`src/rtl/fir_controller.sv`:
```
`default_nettype none
// ============================================================================
// fir_controller : FIR sequencer. It accepts a sample, issues the taps, aligns
// the MAC enables to the multiplier latency and hands off the finished result.
// Optional macro FIR_CTRL_BACK2BACK_EN. Revision: 1.0
// ============================================================================
module fir_controller #(
  parameter int unsigned TAP_NUM      = 64,
  parameter int unsigned MULT_LATENCY = 2
) (
  input  logic                       clk,
  input  logic                       reset,
  input  logic                       in_valid,
  output logic                       in_ready,
  input  logic                       out_ready,
  output logic                       out_valid,
  output logic                       shift_en,
  output logic                       acc_clear,
  output logic [$clog2(TAP_NUM)-1:0] tap_idx,
  output logic                       tap_valid,
  output logic                       mac_en,
  output logic                       busy
);

  localparam int unsigned TAP_W = $clog2(TAP_NUM);
  localparam int unsigned CNT_W = (MULT_LATENCY > 1) ? $clog2(MULT_LATENCY) : 1;
  localparam logic [TAP_W-1:0] TAP_LAST   = TAP_W'(TAP_NUM - 1);
  localparam logic [CNT_W-1:0] DRAIN_LOAD = CNT_W'(MULT_LATENCY - 1);

  typedef enum logic [1:0] {
    IDLE  = 2'd0,
    ISSUE = 2'd1,
    DRAIN = 2'd2,
    OUT   = 2'd3
  } state_t;

  state_t             state_q, state_d;
  logic [TAP_W-1:0]   tap_idx_q, tap_idx_d;
  logic [CNT_W-1:0]   cnt_q, cnt_d;
  logic               accept;

  // in_ready is masked while reset is held so nothing is accepted during reset.
  always_comb begin
    in_ready = 1'b0;
    if (reset) begin
      if (state_q == IDLE) begin
        in_ready = 1'b1;
      end
`ifdef FIR_CTRL_BACK2BACK_EN
      else if (state_q == OUT) begin
        in_ready = out_ready;
      end
`else
      else begin
        in_ready = 1'b0;
      end
`endif
    end
  end

  assign accept    = in_valid & in_ready;
  assign shift_en  = accept;
  assign acc_clear = accept;
  assign tap_valid = (state_q == ISSUE);
  assign out_valid = (state_q == OUT);
  assign busy      = (state_q != IDLE);
  assign tap_idx   = tap_idx_q;

  always_comb begin
    state_d   = state_q;
    tap_idx_d = tap_idx_q;
    cnt_d     = cnt_q;
    case (state_q)
      IDLE: begin
        if (accept) begin
          state_d   = ISSUE;
          tap_idx_d = '0;
        end
      end
      ISSUE: begin
        if (tap_idx_q == TAP_LAST) begin
          tap_idx_d = '0;
          if (MULT_LATENCY == 0) begin
            state_d = OUT;
          end else begin
            state_d = DRAIN;
            cnt_d   = DRAIN_LOAD;
          end
        end else begin
          tap_idx_d = tap_idx_q + TAP_W'(1);
        end
      end
      DRAIN: begin
        if (cnt_q == '0) begin
          state_d = OUT;
        end else begin
          cnt_d = cnt_q - CNT_W'(1);
        end
      end
      OUT: begin
        // accept can only be high here when back-to-back handoff is built in.
        if (out_ready) begin
          if (accept) begin
            state_d   = ISSUE;
            tap_idx_d = '0;
          end else begin
            state_d = IDLE;
          end
        end
      end
      default: begin
        state_d = IDLE;
      end
    endcase
  end

  always_ff @(posedge clk) begin
    if (!reset) begin
      state_q   <= IDLE;
      tap_idx_q <= '0;
      cnt_q     <= '0;
    end else begin
      state_q   <= state_d;
      tap_idx_q <= tap_idx_d;
      cnt_q     <= cnt_d;
    end
  end

  generate
    if (MULT_LATENCY == 0) begin : g_mac_direct
      assign mac_en = tap_valid;
    end else begin : g_mac_delay
      logic [MULT_LATENCY-1:0] mac_pipe_q;
      always_ff @(posedge clk) begin
        if (!reset) begin
          mac_pipe_q <= '0;
        end else begin
          mac_pipe_q <= (mac_pipe_q << 1) | MULT_LATENCY'(tap_valid);
        end
      end
      assign mac_en = mac_pipe_q[MULT_LATENCY-1];
    end
  endgenerate

endmodule
`default_nettype wire

```
`config.mk`:
```
export PLATFORM = sky130hd
export DESIGN_NAME = fir_controller
export DESIGN_NICKNAME = d
export VERILOG_FILES = /design/src/rtl/fir_controller.sv
export SDC_FILE = /design/constraint.sdc
export NUM_CORES = 1
export LEC_CHECK = 0
export ABC_AREA = 1
export BUFFER_PORTS_ARGS = -buffer_cell sky130_fd_sc_hd__buf_2
export CAP_MARGIN = 20
export CORE_UTILIZATION = 50
export DETAILED_ROUTE_END_ITERATION = 12
export PLACE_DENSITY = 0.73
export SKIP_LAST_GASP = 1
export SYNTH_ARGS = -nofsm -noshare
export SYNTH_HDL_FRONTEND = slang
export SYNTH_SLANG_ARGS = --single-unit
```
`constraint.sdc`:
```
create_clock -name clk -period 1.5 [get_ports clk]
set_input_delay 0.3 -clock clk [delete_from_list [all_inputs] [get_ports clk]]
set_output_delay 0.3 -clock clk [all_outputs]
set_load 0.005 [all_outputs]
```
======== Yosys cells after proc, flatten, opt, wreduce, memory -nomap -nowiden ========
Index checks and enable logic that the tools add are counted.
storage, ports and cells
  register bits after elaboration ......... 11
  output and inout port bits .............. 13
  input port bits ......................... 4
  logic and storage cells ................. 38
cells by class
  reduce and logical (&&, ||, !) cells .... 7
  eq/ne operators ......................... 8
  muxes and demuxes ....................... 15
  bitwise logic cells ..................... 2
  $add $sub $neg .......................... 2
operators by type and width
  cell                   number
  $mux W6                3
  $pmux W6 S3            1
  $mux W2                4
  $pmux W2 S4            1
  $add A6 B1 Y6 const B  1
  $eq A6 B6 Y1 const B   1
  $ne A2 B2 Y1 const B   3
  $mux W1                5
  $eq A2 B2 Y1 const B   2
  $reduce_and A2 Y1      2
  $reduce_and A4 Y1      1
  $reduce_bool A2 Y1     2
  $reduce_bool A3 Y1     1
  $eq A2 B1 Y1 const B   1
  $logic_not A2 Y1       1
  $ne A2 B1 Y1 const B   1
  $or A2 B1 Y2           1
  $pmux W1 S2            1
  $and A1 B1 Y1          1
  $sub A1 B1 Y1 const B  1

======== Depth between registers and ports, before layout ========
  depth in word-level cells ............... 7
  mapped depth ............................ 9
  mapped depth without buffers ............ 9

======== Least setup slack after synthesis ========
Ideal clock, no wire load.
  path kind ............................... reg2reg
  from .................................... register state_q[0]
  to ...................................... register tap_idx_q[5] (netlist: tap_idx[5])
  buffers on the path ..................... 0
  arrival ................................. 1.181 ns
  period minus slack after synthesis ...... 1.295 ns
  path slack .............................. 0.205 ns
  cell stages (with the launch flop) ...... 9
  data required time ...................... 1.386 ns
  library setup time ...................... 0.114 ns
  path through ............................ dfxtp_1 -> inv_1 -> ha_1 -> a21oi_4 -> nand2_2 -> nand2_1 -> nand2_1 -> nand2_1 -> nor2_2
on the way
  word-level cells in the longest chain between the ends .. 7
  elaborated cells between the ends (all ways) .. 12
  those cells by class .................... eq/ne: 3; mux: 5; bitwise: 1; reduce/logical: 3
ends and longest elaborated chain
  element                 line    RTL
  start, declared         37      state_t state_q, state_d;
  start signal, assigned  123     state_q <= state_d;
  $logic_not A2 Y1        46, 73
  $mux W1                 46      if (state_q == IDLE) begin
  $mux W1                 45      if (reset) begin
  $and A1 B1 Y1           61      assign accept = in_valid & in_ready;
  $mux W6 (2 in series)   --
  $pmux W6 S3             73      case (state_q)
  end signal, assigned    124     tap_idx_q <= tap_idx_d;
  end, declared           38      logic [TAP_W-1:0] tap_idx_q, tap_idx_d;
Several ways; a longest one is shown, not always the timed one. The select of a mux whose other input is x is not followed.
A chain may end at the register's enable or synchronous reset.

======== Worst setup path after layout ========
  from .................................... register state_q[1]
  to ...................................... output acc_clear
on the way
  word-level cells in the longest chain between the ends .. 4
ends and longest elaborated chain
  element           line  RTL
  $logic_not A2 Y1  46
  $mux W1           46
  $mux W1           45
  $and A1 B1 Y1     61
  end, declared     18    output logic acc_clear,
No other way between the ends.

==> reports/qor.yml <==
status:
  run_status: "finished, final reports clean"
final_layout:
  multi_input_area_sq_um: 403
  fill_cells: 95
  syn2layout_area_growth_pct: 23.1
  finalNetCount: 130
  drive_gt1_share_pct: 34.5
  insertedDiodeCount: 0
  fin_cells: 133
  ff_latch_area_sq_um: 223
route:
  vias_per_cell: 4.88
  ant_nets: 0
  wl_mm: 1.34
  drt_iter0_markers: 28
  routed.top_layer: "met4"
  met1_length_um: 604
  via_count: 649
  firstDrtPassIters: 4
  drcViolationCount: 0
  wl_per_cell_um: 10.0
  met3WireLength_um: 63
  route.met2.wl_um: 655
sta:
  fmax_mhz: 704
  hold_viol: 0
  slew_violations: 0
  relSlewSlack_pct: 83.5
  period_needed_ps: 1420
  grt_setup_unrepaired: "no"
  tightest_slew_ps: 247
  timing.final.crit_share_pct: 94.7
  final.setup.tns_ps: 0
  setup_violations: 0
  fin_skew_ps: 3.92
floorplan:
  die_x_um: 39.1
  die_h_um: 39.1
  initial_utilization_pct: 57.9
  io_pins: 17
  dieArea_sq_um: 1530
  placeableCoreArea_sq_um: 1190
  row_count: 12
worst_setup_path:
  arrival_ps: 1120
  r2r_slack_ps: 130
  r2r_end: "tap_idx[5]"
  path_max_fanout: 4
  endpoint: "acc_clear"
  startpoint: "state_q[1]"
  r2r_start: "state_q[0]"
  cp_data_required_time_ps: 1200
  worstSetupStartpointType: "flop"
  critPathKind: "flop to primary output"
  r2r_cells: 8
  crit_path_end_kind: "primary output"
clock_tree:
  cts_num_sinks: 11
  clk_path_buf_depth: 2
  cts_hold_buf: 0
  root_buffer: "clkbuf_4"
  clock_latency_ps: 270
  cts_buffers: 3
  path_clk_slew_ps: 70
  htreeDepth: 1
  cts_tree: "done"
logic_synthesis:
  syn-num-nets: 108
  synth_warnings: 0
  syn_inst: 98
  netlist_area_sq_um: 687
  ys_types: 19
  ys_ff_latch: 11
  ys_seq_area_share_pct: 32.1
  syn_area_per_cell_sq_um: 7.01
pwr:
  ir_worst_vdd_v: 0.000873
  powerDensity_nw_per_um2: 1350
  p_leak_nw: 0.493
flow_run:
  maxCapViolCount: 0
placed_design:
  io_buffers: 16
  place.gp.congestion: 0.837
  dp_cells: 127
  hpwl_um: 994
grt:
  first_global_vias: 511
  antenna_found_initial: 0
  grt_usage_pct: 20.7
  overflow: 0
  grt_max_degree: 9
  grt_pass1_wl_mm: 2.06
hold_path:
  holdCritPathClass: "input port to flop"
-- what timing repair did --
action | 4_1_cts | 5_1_grt
buffers inserted | 0 | 2
gates resized for setup | 4 | 6
pin swaps | 0 | 1
endpoints found under the setup margin | 2 | 6
-- kinds of logic (layout without fill, tap and decap cells) --
group | after synthesis | count (layout) | synth area share [%]
buffers and inverters | 21 | 42 | 12.6
and+or+nand+nor | 49 | 49 | 34.4
adders and majority gates | 6 | 6 | 10.9
AOI/OAI and AO/OA | 11 | 11 | 10.0
DFF | 11 | 11 | 32.1
-- sequential cells by signal, summed over array words and instances, names as in the netlist --
register                count
tap_idx                     6
g_mac_delay.mac_pipe_q      2
state_q                     2
cnt_q                       1
-- worst min-delay path by stage --
stage                     cells after the start                         to  slack, ps                 startpoint
after floorplan                               2  g_mac_delay.mac_pipe_q[1]        390  g_mac_delay.mac_pipe_q[0]
after detailed placement                      2  g_mac_delay.mac_pipe_q[1]        400  g_mac_delay.mac_pipe_q[0]
after global placement                        2  g_mac_delay.mac_pipe_q[1]        400  g_mac_delay.mac_pipe_q[0]
after CTS                                     3  g_mac_delay.mac_pipe_q[1]        280                      reset
final                                         3  g_mac_delay.mac_pipe_q[1]        280                      reset
after global routing                          3  g_mac_delay.mac_pipe_q[1]        290                      reset
-- power by group --
| part | internal [mW] | total, mW | switching, mW |
|---|---|---|---|
| clock | 0.103 | 0.198 | 0.0948 |
| combinational | 0.239 | 0.562 | 0.322 |
| sequential | 0.341 | 0.383 | 0.0421 |
| total | 0.683 | 1.14 | 0.459 |
-- layout by cell type, fill, tap and decap left out, drive strengths merged --
| cell type | netlist | layout |
|---|---|---|
| nand4 | 2 | 2 |
| a21boi | 1 | 1 |
| clkbuf | 0 | 4 |
| nor2 | 11 | 11 |
| buf | 2 | 19 |
| inv | 19 | 19 |
| ha | 6 | 6 |
| nand2 | 26 | 26 |
| dfxtp | 11 | 11 |
| a21oi | 6 | 6 |
| nor3 | 1 | 1 |
| nand3 | 9 | 9 |
| o21ai | 4 | 4 |
-- synthesized netlist by cell type --
cell type | number | area (sq um)
nor2_2 | 1 | 6.26
dfxtp_1 | 11 | 220
a21boi_0 | 1 | 7.51
nor2_1 | 9 | 33.8
nand4_1 | 2 | 12.5
nand3_1 | 9 | 45.0
buf_4 | 2 | 15.0
nand2_2 | 4 | 25.0
nor2_4 | 1 | 11.3
nor3_1 | 1 | 5.00
nand2_1 | 20 | 75.1
ha_1 | 6 | 75.1
a21oi_4 | 1 | 16.3
nand2_4 | 2 | 22.5
o21ai_1 | 2 | 10.0
inv_1 | 17 | 63.8
inv_2 | 2 | 7.51
a21oi_1 | 5 | 25.0
o21ai_0 | 2 | 10.0
-- routing by layer --
layer | vias to the layer above | global-route usage, %
met2 | 13 | 33.3
met5 | - | 0
li1 | 347 | -
met4 | 0 | 5.17
met1 | 287 | 24.1
met3 | 2 | 10.4
-- cell type report --
cell class                 instances  area share, %
clock buffer                       4           3.11
inverter                          19           8.73
multi-input combinational         66           47.6
sequential                        11           26.3
tap                               14           2.07
timing repair buffer              19           12.1
-- metrics by stage --
step	cell area (sq um)	setup slack (ps)	util [%]	hold WS [ps]	power, mW
2_1_floorplan	687	205	-	390	0.733
3_3_place_gp	777	65.0	65.5	395	0.855
3_5_place_dp	777	27.7	65.5	402	0.864
4_1_cts	813	1.54	68.6	276	1.08
5_1_grt	846	0.296	71.3	288	1.25
6_report	846	79.7	71.3	278	1.14
-- critical path, stage by stage, from the launching register on --
cell and delay (ps):
dfxtp_2 380, inv_4 60, ha_4 170, nand3_2 90
inv_1 50, buf_2 120
Note: power is estimated with default switching activity, not from simulation.
